$ cat config.mk
export PLATFORM = sky130hd
export DESIGN_NAME = tx_phy_len_calculation
export DESIGN_NICKNAME = d
export VERILOG_FILES = /design/src/rtl/tx_phy_len_calculation.sv
export SDC_FILE = /design/constraint.sdc
export NUM_CORES = 1
export LEC_CHECK = 0
export ABC_AREA = 1
export BUFFER_PORTS_ARGS = -buffer_cell sky130_fd_sc_hd__buf_2
export CAP_MARGIN = 20
export CORE_ASPECT_RATIO = 1.2
export CORE_MARGIN = 1
export CORE_UTILIZATION = 65
export DETAILED_ROUTE_END_ITERATION = 16
export PLACE_DENSITY = 0.93
export SYNTH_ARGS = -nofsm -noshare
export SYNTH_HDL_FRONTEND = slang
export SYNTH_SLANG_ARGS = --single-unit
$ cat constraint.sdc
create_clock -name clock -period 5.55 [get_ports clock]
set_input_delay 0.555 -clock clock [delete_from_list [all_inputs] [get_ports clock]]
set_output_delay 0.555 -clock clock [all_outputs]
set_load 0.005 [all_outputs]
$ cat src/rtl/tx_phy_len_calculation.sv
// Transmit PHY length calculator: turns PSDU length and rate into symbol count, pad bits, airtime and L-SIG LENGTH.
// It divides by repeated subtraction, one comparison per cycle, and uses a start/done handshake.
module tx_phy_len_calculation (
   input  logic        clock,
   input  logic        reset,
   input  logic        enable,
   input  logic        start,
   input  logic [15:0] psdu_len,
   input  logic [7:0]  pkt_rate,
   output logic        busy,
   output logic        done,
   output logic [14:0] n_ofdm_sym,
   output logic [8:0]  n_pad_bits,
   output logic [16:0] tx_duration_us,
   output logic [11:0] l_sig_len,
   output logic        len_err
);

   typedef enum logic [2:0] {S_IDLE, S_LOAD, S_DIV, S_FINAL, S_DONE} state_t;

   state_t      state;
   logic [15:0] len_q;
   logic [7:0]  rate_q;
   logic [8:0]  ndbps_q;
   logic [19:0] rem;
   logic [14:0] cnt;
   logic [8:0]  ndbps_lut;
   logic [16:0] spoof;

   // Zero marks an unsupported rate code
   always_comb begin
      ndbps_lut = 9'd0;
      if (rate_q[7]) begin
         case (rate_q[3:0])
            4'd0:    ndbps_lut = 9'd26;
            4'd1:    ndbps_lut = 9'd52;
            4'd2:    ndbps_lut = 9'd78;
            4'd3:    ndbps_lut = 9'd104;
            4'd4:    ndbps_lut = 9'd156;
            4'd5:    ndbps_lut = 9'd208;
            4'd6:    ndbps_lut = 9'd234;
            4'd7:    ndbps_lut = 9'd260;
            default: ndbps_lut = 9'd0;
         endcase
      end else begin
         case (rate_q[3:0])
            4'b1011: ndbps_lut = 9'd24;
            4'b1111: ndbps_lut = 9'd36;
            4'b1010: ndbps_lut = 9'd48;
            4'b1110: ndbps_lut = 9'd72;
            4'b1001: ndbps_lut = 9'd96;
            4'b1101: ndbps_lut = 9'd144;
            4'b1000: ndbps_lut = 9'd192;
            4'b1100: ndbps_lut = 9'd216;
            default: ndbps_lut = 9'd0;
         endcase
      end
   end

   assign spoof = 17'd3 * {2'b00, n_ofdm_sym} + 17'd9;

   always_ff @(posedge clock or posedge reset) begin
      if (reset) begin
         state          <= S_IDLE;
         len_q          <= '0;
         rate_q         <= '0;
         ndbps_q        <= '0;
         rem            <= '0;
         cnt            <= '0;
         busy           <= 1'b0;
         done           <= 1'b0;
         n_ofdm_sym     <= '0;
         n_pad_bits     <= '0;
         tx_duration_us <= '0;
         l_sig_len      <= '0;
         len_err        <= 1'b0;
      end else if (enable) begin
         case (state)
            S_IDLE: begin
               if (start) begin
                  len_q  <= psdu_len;
                  rate_q <= pkt_rate;
                  busy   <= 1'b1;
                  state  <= S_LOAD;
               end
            end
            S_LOAD: begin
               // 16 SERVICE bits plus 6 tail bits ride in front of the payload
               rem            <= 20'd22 + {1'b0, len_q, 3'b000};
               cnt            <= 15'd1;
               ndbps_q        <= ndbps_lut;
               len_err        <= 1'b0;
               n_ofdm_sym     <= '0;
               n_pad_bits     <= '0;
               tx_duration_us <= '0;
               l_sig_len      <= '0;
               if (ndbps_lut == 9'd0 || (!rate_q[7] && len_q > 16'd4095)) begin
                  len_err <= 1'b1;
                  busy    <= 1'b0;
                  done    <= 1'b1;
                  state   <= S_DONE;
               end else begin
                  state <= S_DIV;
               end
            end
            S_DIV: begin
               if (rem <= {11'd0, ndbps_q}) begin
                  n_ofdm_sym <= cnt;
                  n_pad_bits <= ndbps_q - rem[8:0];
                  state      <= S_FINAL;
               end else begin
                  rem <= rem - {11'd0, ndbps_q};
                  cnt <= cnt + 15'd1;
               end
            end
            S_FINAL: begin
               if (rate_q[7]) begin
                  tx_duration_us <= {n_ofdm_sym, 2'b00} + 17'd36;
                  if (spoof > 17'd4095) begin
                     len_err   <= 1'b1;
                     l_sig_len <= 12'd4095;
                  end else begin
                     l_sig_len <= spoof[11:0];
                  end
               end else begin
                  tx_duration_us <= {n_ofdm_sym, 2'b00} + 17'd20;
                  l_sig_len      <= len_q[11:0];
               end
               busy  <= 1'b0;
               done  <= 1'b1;
               state <= S_DONE;
            end
            S_DONE: begin
               done  <= 1'b0;
               state <= S_IDLE;
            end
            default: state <= S_IDLE;
         endcase
      end
   end

endmodule

* After elaboration in Yosys (flattened, before gate mapping) *
Memories as Yosys holds them, arrays and structs flattened.
Index checks and enable logic that the tools add are counted.

storage, ports and cells
  register bits after elaboration = 127
  ROM bits = 160
  bits of input ports = 28
  output and inout port bits = 56
  memories kept = 2

memories
  memory           depth  bits a word  rd ports  clocked after memory_dff  wr ports  RTL line  source
  (no name shown)  16     6            1         0                         0         46        case (rate_q[3:0])
  (no name shown)  8      8            1         0                         0         34        case (rate_q[3:0])

operators by class
  add/subtract/negate cells = 7
  $mul = 1
  magnitude comparators = 3
  equality and inequality tests = 10
  mux-type cells = 28
  reductions and logical operators = 18

operators with widths
  operator                 number
  $pmux W15 S2             2
  $pmux W20 S2             1
  $pmux W17 S2             1
  $mux W15                 2
  $mux W9                  3
  $mux W12                 2
  $pmux W12 S2             1
  $add A5 B19 Y20 const A  1
  $le A20 B9 Y1            1
  $mux W20                 1
  $sub A20 B9 Y20          1
  $pmux W9 S2              1
  $add A17 B4 Y17 const B  1
  $add A17 B5 Y17 const B  1
  $add A17 B6 Y17 const B  1
  $gt A17 B12 Y1 const B   1
  $mul A2 B15 Y17 const A  1
  $mux W17                 1
  $gt A16 B12 Y1 const B   1
  $add A15 B1 Y15 const B  1
  $reduce_and A3 Y1        5
  $ne A2 B2 Y1 const B     6
  $pmux W3 S4              1
  $logic_not A9 Y1         1
  other kinds (16)         29

* Logic depth before layout (Yosys ltp) *
Gate-level depths: netlist of the first run.
An unclocked memory read counts as a cell.

  depth in word-level cells = 7
  gate-level depth with buffers = 19

* Least setup slack after synthesis of the first run *
No wires, ideal clock.

  path type = register to register
  start point = register n_ofdm_sym[0]
  end point = register len_err
  setup time = 117 ps
  data arrival time = 2333 ps
  data required time = 5433 ps
  path slack = 3100 ps
  stages on the path, launching flop included = 17
  buffers on the path = 0
  cell sequence = dfrtp_1 ha_1 fa_1 nand3_1 nand2_1 nand2_1 nand2_1 nand2_1 nand3b_1 nand2_1 nand2_1 nor2_4 nand2_1 nand2_1 nand2_1 nand2_1 nand2_1

on the way
  cells in the longest elaborated chain, start to end = 5

RTL lines
  item                         RTL line  source
  start, declared              12        output logic [14:0] n_ofdm_sym,
  start signal, assigned       108       n_ofdm_sym <= cnt;
  $mul A2 B15 Y17              60        assign spoof = 17'd3 * {2'b00, n_ofdm_sym} + 17'd9;
  $add A17 B4 Y17              60
  $gt A17 B12 Y1               119       if (spoof > 17'd4095) begin
  $ne A2 B2 Y1 (no line)       -
  $reduce_and A4 Y1 (no line)  -
  end signal, assigned         76        len_err <= 1'b0;
  end signal, assigned         92        len_err <= 1'b0;
  end signal, assigned         120       len_err <= 1'b1;
  end, declared                16        output logic len_err

Every way passes these cells.
A chain may end at the register's enable or synchronous reset.

* Worst setup path in the final report of the first run *
  start point = register state[2]
  end point = register cnt[8]

on the way
  cells in the longest elaborated chain, start to end = 3

RTL lines
  item                                                          RTL line  source
  start, declared                                               21        state_t state;
  start signal, assigned                                        64        state <= S_IDLE;
  start signal, assigned                                        84        state <= S_LOAD;
  start signal, assigned                                        101       state <= S_DONE;
  $eq A3 B2 Y1 or $eq A3 B1 Y1 (tied branches)                  78        case (state)
  $ne A2 B2 Y1 (no line) or $reduce_bool A2 Y1 (tied branches)  -
  $reduce_and A3 Y1 (no line)                                   -
  end signal, assigned                                          113       cnt <= cnt + 15'd1;
  end, declared                                                 26        logic [14:0] cnt;

Parallel ways exist; a longest one is shown, timed or not.

==> results of run 1 <==
-- state kept, by name, summed over array words and instances, names as in the netlist --
signal,count
rem,19
len_q,16
cnt,15
n_ofdm_sym,15
tx_duration_us,15
l_sig_len,12
n_pad_bits,9
ndbps_q,8
rate_q,5
state,3
busy,1
done,1
len_err,1
-- logic make-up (layout without fill, tap and decap cells) --
logic type | count (synthesis) | in the layout | share of synthesized area
flip-flops | 120 | 120 | 0.367
multiplexers | 2 | 2 | 0.00275
adder cells (fa/ha/maj) | 62 | 62 | 0.0965
other | 1 | 2 | 0.000458
XOR/XNOR | 30 | 30 | 0.0321
AO/OA/AOI/OAI | 200 | 200 | 0.136
buffers and inverters | 187 | 262 | 0.0952
AND/OR/NAND/NOR | 515 | 515 | 0.271
-- worst min path at each step --
stage,slack [ps],startpoint,depth (start not counted),endpoint
final,220,reset,2,len_q[2]$_DFFE_PP0P_
after floorplan,470,state[1]$_DFFE_PP0P_,2,state[1]$_DFFE_PP0P_
after global placement,460,l_sig_len[9]$_DFFE_PP0P_,2,l_sig_len[9]$_DFFE_PP0P_
after CTS,250,reset,2,len_q[2]$_DFFE_PP0P_
after detailed placement,460,l_sig_len[11]$_DFFE_PP0P_,2,l_sig_len[11]$_DFFE_PP0P_
after global routing,300,reset,2,len_q[2]$_DFFE_PP0P_
-- power by group through the flow --
stage / clock, mW / sequential, mW / combinational (mW)
2_1_floorplan: 0 / 1.33 / 1.52
3_3_place_gp: 0 / 1.38 / 1.86
3_5_place_dp: 0 / 1.39 / 1.90
4_1_cts: 1.21 / 1.39 / 1.97
5_1_grt: 1.26 / 1.42 / 2.22
6_report: 1.22 / 1.40 / 2.01
-- metrics by stage --
stage / worst slack (ps) / instance area, um2
floorplan: 1810 / 8190
global placement: 2360 / 8590
detailed placement: 2300 / 8590
CTS: 2320 / 9230
global route: 2010 / 9230
finish: 2220 / 9230
-- layout make-up --
| cell class | instances | share of cell area |
|---|---|---|
| Multi-Input combinational cell | 811 | 0.478 |
| Sequential cell | 120 | 0.325 |
| Inverter | 149 | 0.0611 |
| Clock buffer | 24 | 0.0511 |
| Timing Repair Buffer | 81 | 0.0447 |
| Tap cell | 161 | 0.0218 |
| Clock inverter | 8 | 0.0182 |
-- worst max-delay path, cell delays in order (launching register included) --
cell and delay, ps:
sky130_fd_sc_hd__dfrtp_1 440, sky130_fd_sc_hd__nor2_1 250, sky130_fd_sc_hd__nand2_1 160, sky130_fd_sc_hd__nor2_1 720
sky130_fd_sc_hd__inv_1 660, sky130_fd_sc_hd__nand2_4 640, sky130_fd_sc_hd__nand3_1 160, sky130_fd_sc_hd__nand2_1 110
sky130_fd_sc_hd__nor2_1 60
-- cell usage after synthesis (all sizes together) --
| master | number | area, um2 |
|---|---|---|
| a21oi | 76 | 388 |
| buf | 17 | 138 |
| ha | 60 | 751 |
| a21o | 1 | 7.51 |
| o31ai | 9 | 67.6 |
| xnor2 | 10 | 87.6 |
| a31oi | 10 | 62.6 |
| nand4 | 18 | 113 |
| dfrtp | 120 | 3000 |
| inv | 149 | 562 |
| a22oi | 3 | 22.5 |
| o211ai | 5 | 37.5 |
| o2111ai | 1 | 8.76 |
| o21a | 1 | 7.51 |
| nand3b | 5 | 37.5 |
| nand3 | 88 | 458 |
| conb | 1 | 3.75 |
| o22ai | 3 | 18.8 |
| o21ai | 86 | 442 |
| o21bai | 1 | 7.51 |
| fa | 2 | 40.0 |
| a21boi | 1 | 7.51 |
| nand2 | 267 | 1030 |
| o221ai | 2 | 23.8 |
| xor2 | 20 | 175 |
| or2 | 6 | 37.5 |
| nor3 | 16 | 80.1 |
| nor4 | 3 | 18.8 |
| mux2 | 2 | 22.5 |
| a2111oi | 1 | 8.76 |
| nor2 | 111 | 434 |
| clkbuf | 21 | 80.1 |
| nor3b | 1 | 7.51 |
-- layer usage --
layer  up-vias  share of wire
met5         -              0
met4         0          0.065
met3       119          0.066
met2       378           0.49
met1      3690           0.38
li1       3776              -
==> implementation parameters, run 1 <==
Parameter                              Value

Outcome
  Outcome    finished, final reports clean

Route
  Post-route antenna net violation count    0
  Wire length per cell    approximately 16 um
  Starting DRT DRC Count    approximately 650
  Length of the first detailed-routing pass in iterations    6
  Routed wire length    ~22000 um
  Number of DRC violations after detailed routing    0
  Vias per cell    approximately 5.9
  Detailed-route via count    approximately 8000

Global routing
  Number of antenna violations at the first check in global routing    0
  Global-route wire length before repair    about 36000 um
  Most crowded layer after global routing    met2
  Pin count of the biggest net entering global routing    69
  Global Route Usage Sum    0.341
  Routing usage on met2    0.574
  Vias in the first global route    7580
  Routing usage on met1    0.397
  Congestion Overflow GR    0
  Met3 demand-to-capacity share in global routing    0.0615

Critical path
  Crit path kind    register to register
  FF-to-FF setup slack    ~2200 ps
  RR Endpoint    cnt[8]$_DFFE_PP0P_
  Worst-path maximum fanout    between 50 and 60
  Worst EP arrival    around 3600 ps
  Setup crit start kind    register
  Setup crit start    state[2]$_DFFE_PP0P_
  CP endpoint kind    register
  RR Startpoint    state[2]$_DFFE_PP0P_
  Critical path required time    ~5900 ps
  Timing endpoint of the critical path    cnt[8]$_DFFE_PP0P_
  Depth of the most critical reg-to-reg path    8

Place
  Post-placement cell count    between 1000 and 1500
  RD Place Congestion    0.938
  HPWL Detailed    14700 um
  Count of input and output buffers    78

Final layout
  Final #Nets    approximately 1300
  Ant diodes    0
  Most frequent standard cell in the layout excluding fill and tap cells    sky130_fd_sc_hd__nand2_1
  Filler Cells Inserted    855
  Multi-input gate area in the final layout    4410 um2
  Fraction of layout instances using a drive strength above 1    0.116
  Layout Utilization    0.759
  Area taken by flip-flops and latches    between 3000 and 4000 um2
  Area growth from synthesis to layout    12.7%
  Final standard cell count with taps included and fillers excluded    between 1000 and 1500
  Most frequent cells in the layout    sky130_fd_sc_hd__nand2_1, sky130_fd_sc_hd__inv_1, sky130_fd_sc_hd__dfrtp_1

STA
  Post-route clock skew    between 9 and 10 ps
  Share of the clock period used by the worst path    0.600
  Tightest slew margin relative to the limit    0.343
  Final count of hold timing violations    0
  Maximum clock frequency    about 0.30 GHz
  Post-layout min period    approximately 3300 ps
  Final-report max-slew violation count    0
  Hold slack    around 220 ps
  Tightest Pin Transition    960 ps
  Setup repair after global routing missed its margin    false
  Final-layout setup total negative slack    0 ps
  Final setup violation count    0

Floorplanning
  Core footprint    around 12000 um2
  Standard-cell rows    44
  Io pins    84
  Die width    ~100 um
  Die outline height    around 120 um
  Overall die area    ~13000 um2
  Starting utilization of the core area    0.673

Clocking
  Clk sink count    120
  Clock tree from TritonCTS    done
  Clock-pin slew on the worst setup and hold paths    roughly 60 ps
  # Post-CTS Setup Buffers    0
  Post-CTS resize count    0
  Post-cts hold buffer count    0
  TritonCTS buffer count    17
  Number of levels the H-tree was split into    4
  Cell at the root of the clock tree    sky130_fd_sc_hd__clkbuf_16
  Clock latency on the worst-skew pair    between 400 and 500 ps
  Maximum clock path buffer count    2

Power
  Lkg Pwr    between 4 and 5 nW
  Clock network fraction of total power    0.263
  Power per cell area    about 500 nW/um2
  Logic gate share of total power    0.435
  PnR Total Power    roughly 4.6 mW
  Flop pwr share    0.302
  Net Sw Power    1.99 mW
  Net switching share of the total power    0.430
  Highest ir drop seen on vdd    around 360 uV
  Internal power component    around 2.6 mW

Synthesis
  Synthesized instance count    between 1000 and 1500
  Area of the mapped netlist    between 8000 and 9000 um2
  Yosys warnings    0
  Sequential-to-total area share from yosys stat    0.367
  Count of distinct cell types in the synthesized netlist    49
  Synthesized area per cell    7.33 um2
  Total of flip-flops plus latches after synthesis    120

Flow run
  Max capacitance violation total    0

Hold path
  Kind of path behind the tightest hold check    primary input to asynchronous set/reset pin
No activity file was read; power rests on OpenSTA's default activity.
==> run 2: changes to the inputs <==
- ABC_AREA: 1 -> 0
- CORE_UTILIZATION: 65 -> 60
- PLACE_DENSITY: 0.93 -> 0.87
- clock period: 5.55 -> 3.4 ns (I/O delays scaled with it)
==> run 2 against run 1 <==
Net effect:
- combinational power is 41% higher
- non-clock buffer count is 18 higher
- synthesized area is 4.7% lower
- clock power is 50% higher
- cell count is 18% lower
- clock skew is 0.62 ps lower
- critical endpoint is now len_err$_DFFE_PP0P_
- largest cell class unchanged
==> implementation parameters, run 2 <==
Parameter                              Value

Outcome
  Outcome    finished, final reports clean

Critical path
  Depth of the critical timing path with buffers and inverters included    10
  Crit path kind    register to register
  Cell with the largest stage delay on the worst path    sky130_fd_sc_hd__fa_1
  Crit path largest cell delay    between 400 and 500 ps
  Kind of cell with the highest combined delay on the critical path    compound AO/OA/AOI/OAI gates
  Worst path cell trace    ha_1 -> fa_1 -> a211o_1 -> a31o_1 -> a21o_1 -> a2111oi_1 -> a311oi_1 -> o311ai_0 -> a211oi_1 -> o31a_1
  Critical path required time    3700 ps
  Setup crit start kind    register
  Setup crit start    n_ofdm_sym[1]$_DFFE_PP0P_
  FF-to-FF setup slack    150 ps
  RR Startpoint    n_ofdm_sym[1]$_DFFE_PP0P_
  Worst-path maximum fanout    6
  Worst EP arrival    3550 ps
  Depth of the most critical reg-to-reg path    10
  Timing endpoint of the critical path    len_err$_DFFE_PP0P_
  CP endpoint kind    register
  RR Endpoint    len_err$_DFFE_PP0P_
  Critical path buffer and inverter count    0

Floorplanning
  Io pins    84
  Overall die area    around 13000 um2
  Starting utilization of the core area    0.616
  Standard-cell rows    45
  Die width    106 um
  Core footprint    about 13000 um2
  Die outline height    127 um

Final layout
  Largest regs    rem x19, len_q x16
  Fraction of layout instances using a drive strength above 1    0.179
  Layout Utilization    0.711
  Most frequent cells in the layout    sky130_fd_sc_hd__dfrtp_1, sky130_fd_sc_hd__nand2_1, sky130_fd_sc_hd__buf_2
  Area growth from synthesis to layout    15.5%
  Largest register FFs    19
  Most frequent standard cell in the layout excluding fill and tap cells    sky130_fd_sc_hd__dfrtp_1
  Ant diodes    0
  Final #Nets    ~1000
  Largest register by flop count    rem

Synthesis
  Share of async-settable or async-resettable flops after synthesis    1.00
  Synthesized instance count    861
  Most frequently used flop master after synthesis    sky130_fd_sc_hd__dfrtp_1
  Synthesized-area fraction occupied by and/or/nand/nor cells    0.176
  Most instantiated library cell after synthesis    sky130_fd_sc_hd__dfrtp_1
  Sequential-to-total area share from yosys stat    0.385
  Synthesized-area fraction occupied by ao, oa, aoi and oai cells    0.202
  Biggest area consumer among synthesized cells    sky130_fd_sc_hd__dfrtp_1
  List of most frequent post-synthesis cells    sky130_fd_sc_hd__dfrtp_1, sky130_fd_sc_hd__nand2_1, sky130_fd_sc_hd__o21ai_0
  Synth area leaders    sky130_fd_sc_hd__dfrtp_1, sky130_fd_sc_hd__ha_1, sky130_fd_sc_hd__nand2_1
  Multiplexer share of the synthesized area    0.0325
  Post-synthesis share of cell area spent on xor and xnor gates    0.0550
  Combinational family with the most area after synthesis    compound AO/OA/AOI/OAI gates
  Yosys warnings    0
  Synthesized area per cell    roughly 9.1 um2
  Total of flip-flops plus latches after synthesis    120
  Synth top area share    0.385
  Count of distinct cell types in the synthesized netlist    69
  Area of the mapped netlist    just under 8000 um2
  Count of flip-flops with a built-in enable after synthesis    0
  Adder and majority gate portion of the synthesized area    0.101

STA
  Setup repair after global routing missed its margin    false
  Tightest slew margin relative to the limit    0.419
  Final-layout setup total negative slack    0 ps
  Final count of hold timing violations    0
  Post-layout min period    roughly 3200 ps
  Maximum clock frequency    ~0.31 GHz
  Post-route clock skew    about 8.4 ps
  Tightest Pin Transition    about 870 ps
  Final-report max-slew violation count    0
  Final setup violation count    0
  Share of the clock period used by the worst path    0.955

Power
  Net Sw Power    about 2.8 mW
  PnR Total Power    around 7 mW
  Clock network fraction of total power    0.261
  Logic gate share of total power    0.405
  Flop pwr share    0.334
  Lkg Pwr    4.34 nW
  Power per cell area    between 700 and 800 nW/um2
  Highest ir drop seen on vdd    slightly below 600 uV
  Internal power component    between 4 and 5 mW
  Net switching share of the total power    0.406

Hold path
  Kind of path behind the tightest hold check    primary input to register

Clocking
  Clock tree from TritonCTS    done
  Clock latency on the worst-skew pair    between 400 and 500 ps
  Clock-pin slew on the worst setup and hold paths    around 60 ps
  Number of levels the H-tree was split into    4
  Cell at the root of the clock tree    sky130_fd_sc_hd__clkbuf_16
  Clk sink count    120
  TritonCTS buffer count    17
  Maximum clock path buffer count    2

Global routing
  Congestion Overflow GR    0
  Global-route wire length before repair    roughly 34000 um
  Vias in the first global route    about 7000
  Pin count of the biggest net entering global routing    48
  Number of antenna violations at the first check in global routing    0
  Global Route Usage Sum    0.318

Place
  Count of input and output buffers    just under 80
  RD Place Congestion    ~0.91
  HPWL Detailed    roughly 14000 um

Route
  Post-route antenna net violation count    0
  Routed wire length    20300 um
  Starting DRT DRC Count    531
  Vias per cell    roughly 6.4
  Number of DRC violations after detailed routing    0
  Wire length per cell    roughly 18 um
  Detailed-route via count    7076
  Length of the first detailed-routing pass in iterations    8

Flow run
  Max capacitance violation total    0
## run 2: changes by cell type in the layout (fill, tap and decap cells not counted), sizes merged, moves of 14 or more
cell,previous run,this run
nand2,267,115
inv,149,44
nor2,111,43
nand3,88,24
a21oi,76,51
or3,0,18
buf,81,98
mux2,2,19
o21ai,86,72
## run 2: final cells by class
type / count / area (um2)
sequential: 120 / 3000
fill: 934 / 3660
inverter: 45 / 173
timing repair buffer: 99 / 576
clock inverter: 12 / 153
tap: 164 / 205
clock buffer: 19 / 443
multi-input combinational: 654 / 4460
## run 2: metal layers
layer | track usage | routed length, um
met2 | 0.539 | 10100
met5 | 0 | 0
met4 | 0.181 | 979
met3 | 0.0488 | 1270
met1 | 0.383 | 7990
## run 2: logic make-up after synthesis
family	count (synthesis)
mux	23
compound gates	237
buf+inv	88
fa+ha+maj	62
simple gates	281
flops	120
xor+xnor	49
other cells	1
## run 2: metrics by stage
stage	hold slack, ps	setup WS (ps)	instances	instance area [um2]
after CTS	126	134	1111	8980
after detailed placement	464	178	1080	8380
after global routing	131	18.4	1113	9010
final	132	152	1113	9010
after global placement	456	239	1080	8380
after floorplan	439	384	862	7810
## run 2: worst min-delay path by stage
| stage | startpoint | slack (ps) | cells after the start | end |
|---|---|---|---|---|
| 3_5_place_dp | tx_duration_us[16]$_DFFE_PP0P_ | 460 | 2 | tx_duration_us[16]$_DFFE_PP0P_ |
| 2_1_floorplan | enable | 440 | 1 | state[2]$_DFFE_PP0P_ |
| 5_1_grt | pkt_rate[1] | 130 | 3 | rate_q[1]$_DFFE_PP0P_ |
| 6_report | pkt_rate[1] | 130 | 3 | rate_q[1]$_DFFE_PP0P_ |
| 3_3_place_gp | tx_duration_us[2]$_DFFE_PP0P_ | 460 | 2 | tx_duration_us[2]$_DFFE_PP0P_ |
| 4_1_cts | pkt_rate[1] | 130 | 3 | rate_q[1]$_DFFE_PP0P_ |
## run 2: power groups by stage
stage                     clock network (mW)  logic (mW)  registers (mW)
after floorplan                            0        2.09            2.18
after global placement                     0        2.67            2.32
after detailed placement                   0        2.73            2.34
after CTS                               1.84        2.80            2.32
after global routing                    1.90        3.14            2.39
final                                   1.83        2.84            2.34
## run 2: timing repair
item                                   4_1_cts  5_1_grt
hold buffers                                 0        1
setup endpoints to repair                    0        1
buffers inserted                             0        0
gates resized for setup                      0        2
endpoints found under the hold margin        0        2
## run 2: worst register-to-register path: cells and delay by family (launching register included)
kind	cells	cell delay, ps
AO/OA/AOI/OAI	8	1880
flip-flops	1	450
adder cells (fa/ha/maj)	2	820
==> run 3: changes to the inputs <==
- ABC_CLOCK_PERIOD_IN_PS: unset -> 3400
- CAP_MARGIN: 20 -> unset
- PLACE_DENSITY: 0.87 -> 0.82
==> run 3 against run 2 <==
Net effect:
- worst setup slack worse by 64 ps
- clock skew is 1.5 ps lower
- clock power is 6% higher
- worst hold slack worse by 130 ps
- fmax is 1.9% lower
- critical endpoint unchanged
- critical path type unchanged
- largest power group unchanged
- via count is 3.9% lower
- die area stayed put
- clock-buffer cell count is 1 lower
- largest cell class unchanged
- sequential power hardly changed
==> implementation parameters, run 3 (synthesis gave the netlist of run 2 again) <==
Parameter                              Value

Global routing
  Met3 demand-to-capacity share in global routing    0.0478
  Routing usage on met2    0.529
  Congestion Overflow GR    0
  Vias in the first global route    roughly 6700
  Routing usage on met1    0.388
  Number of antenna violations at the first check in global routing    0
  Global-route wire length before repair    33000 um
  Global Route Usage Sum    0.311
  Most crowded layer after global routing    met2
  Pin count of the biggest net entering global routing    55

Place
  Count of input and output buffers    roughly 80
  HPWL Detailed    ~14000 um
  RD Place Congestion    between 0.9 and 1

Critical path
  Crit path kind    register to register
  Worst-path maximum fanout    6
  Worst EP arrival    3610 ps
  CP endpoint kind    register
  Critical path required time    about 3700 ps
  Setup crit start kind    register

Clocking
  Clock latency on the worst-skew pair    420 ps
  Clk sink count    120
  Post-cts hold buffer count    0
  # Post-CTS Setup Buffers    0
  Clock-pin slew on the worst setup and hold paths    60 ps
  Maximum clock path buffer count    2
  Cell at the root of the clock tree    sky130_fd_sc_hd__clkbuf_16
  Post-CTS resize count    0
  TritonCTS buffer count    17
  Number of levels the H-tree was split into    4
  Clock tree from TritonCTS    done

Hold path
  Kind of path behind the tightest hold check    primary input to asynchronous set/reset pin

Power
  Flop pwr share    0.330
  Highest ir drop seen on vdd    511 uV
  Power per cell area    approximately 790 nW/um2
  Internal power component    around 4.2 mW
  Logic gate share of total power    0.398
  Clock network fraction of total power    0.273
  Net switching share of the total power    0.404
  Net Sw Power    approximately 2.9 mW
  Lkg Pwr    roughly 4.3 nW

Final layout
  Fraction of layout instances using a drive strength above 1    0.177
  Largest regs    rem x19, len_q x16
  Ant diodes    0
  Area growth from synthesis to layout    15.2%
  Final #Nets    around 1000
  Most frequent standard cell in the layout excluding fill and tap cells    sky130_fd_sc_hd__dfrtp_1
  Largest register FFs    19
  Most frequent cells in the layout    sky130_fd_sc_hd__dfrtp_1, sky130_fd_sc_hd__nand2_1, sky130_fd_sc_hd__buf_2
  Filler Cells Inserted    around 1000
  Largest register by flop count    rem
  Area taken by flip-flops and latches    approximately 3000 um2
  Multi-input gate area in the final layout    between 4000 and 5000 um2

Floorplanning
  Io pins    84
  Overall die area    about 13000 um2
  Starting utilization of the core area    0.616
  Core footprint    12700 um2
  Die width    106 um
  Standard-cell rows    45
  Die outline height    around 130 um

STA
  Post-layout min period    around 3300 ps
  Tightest slew margin relative to the limit    0.329
  Final setup violation count    0
  Share of the clock period used by the worst path    0.974
  Post-route clock skew    6.96 ps
  Final count of hold timing violations    0
  Hold slack    between 0.1 and 0.15 ps
  Final-layout setup total negative slack    0 ps
  Maximum clock frequency    0.302 GHz
  Final-report max-slew violation count    0
  Tightest Pin Transition    approximately 1000 ps
  Setup repair after global routing missed its margin    false

Route
  Starting DRT DRC Count    between 400 and 500
  Post-route antenna net violation count    0
  Routed wire length    19700 um
  Length of the first detailed-routing pass in iterations    5
  Detailed-route via count    between 6000 and 7000
  Vias per cell    just over 6
  Wire length per cell    around 18 um
  Number of DRC violations after detailed routing    0

Outcome
  Outcome    finished, final reports clean

Flow run
  Max capacitance violation total    0
==> run 3: cell types whose count changed in the layout (fill, tap and decap cells not counted), sizes merged <==
cell	before	now
buf	98	93
clkinv	8	6
inv	44	46
bufinv	3	4
clkbuf	19	18
clkinvlp	2	3
dlygate4sd3	1	0
==> run 3: worst max-delay path, stage by stage (launching register included) <==
cell and delay [ps]:
sky130_fd_sc_hd__dfrtp_1 450, sky130_fd_sc_hd__ha_1 370, sky130_fd_sc_hd__fa_1 470, sky130_fd_sc_hd__a211o_1 350, sky130_fd_sc_hd__a31o_1 270, sky130_fd_sc_hd__a21o_1 240, sky130_fd_sc_hd__a2111oi_0 430, sky130_fd_sc_hd__a311oi_1 120
sky130_fd_sc_hd__o311ai_0 120, sky130_fd_sc_hd__a211oi_1 130, sky130_fd_sc_hd__o31a_1 250
==> run 3: power groups by stage <==
stage / Clock [mW] / Combinational (mW) / Sequential, mW
5_1_grt: 2.02 / 3.14 / 2.41
3_3_place_gp: 0 / 2.69 / 2.34
3_5_place_dp: 0 / 2.75 / 2.35
4_1_cts: 1.95 / 2.80 / 2.33
6_report: 1.94 / 2.83 / 2.35
2_1_floorplan: 0 / 2.09 / 2.18
==> run 3: metal layers <==
layer / part of all wire / up-vias
met1: 0.41 / 3294
met2: 0.50 / 238
met5: 0 / -
met3: 0.053 / 49
li1: - / 3219
met4: 0.029 / 0
==> run 3: area by class of cell <==
| type | instances | share of cell area |
|---|---|---|
| multi-input cells | 654 | 0.496 |
| well taps | 164 | 0.0228 |
| clock buffers | 18 | 0.0488 |
| repair buffers | 93 | 0.0573 |
| clock inverters | 14 | 0.0220 |
| flip-flops and latches | 120 | 0.334 |
| inverters | 45 | 0.0192 |
==> run 3: worst paths after layout <==
kind                                      startpoint                         to  slack, ps  depth (start not counted)
max                        n_ofdm_sym[1]$_DFFE_PP0P_        len_err$_DFFE_PP0P_         90                         10
min                                            reset      len_q[11]$_DFFE_PP0P_        0.1                          2
max reg2reg                n_ofdm_sym[1]$_DFFE_PP0P_        len_err$_DFFE_PP0P_         90                         10
min reg2reg                 l_sig_len[4]$_DFFE_PP0P_   l_sig_len[4]$_DFFE_PP0P_        470                          2
max in group asynchronous                      reset  n_pad_bits[5]$_DFFE_PP0P_       2500                          3
min in group clock                       pkt_rate[2]      rate_q[2]$_DFFE_PP0P_        120                          3
==> run 3: per-stage QoR <==
step | setup WS (ps) | utilization | power (mW) | instance area (um2) | std cells
2_1_floorplan | 384 | - | 4.28 | 7810 | 862
3_3_place_gp | 231 | 0.659 | 5.03 | 8350 | 1076
3_5_place_dp | 130 | 0.659 | 5.10 | 8350 | 1076
4_1_cts | 86.9 | 0.710 | 7.08 | 8990 | 1108
5_1_grt | 16.6 | 0.710 | 7.57 | 8990 | 1108
6_report | 88.1 | 0.710 | 7.12 | 8990 | 1108
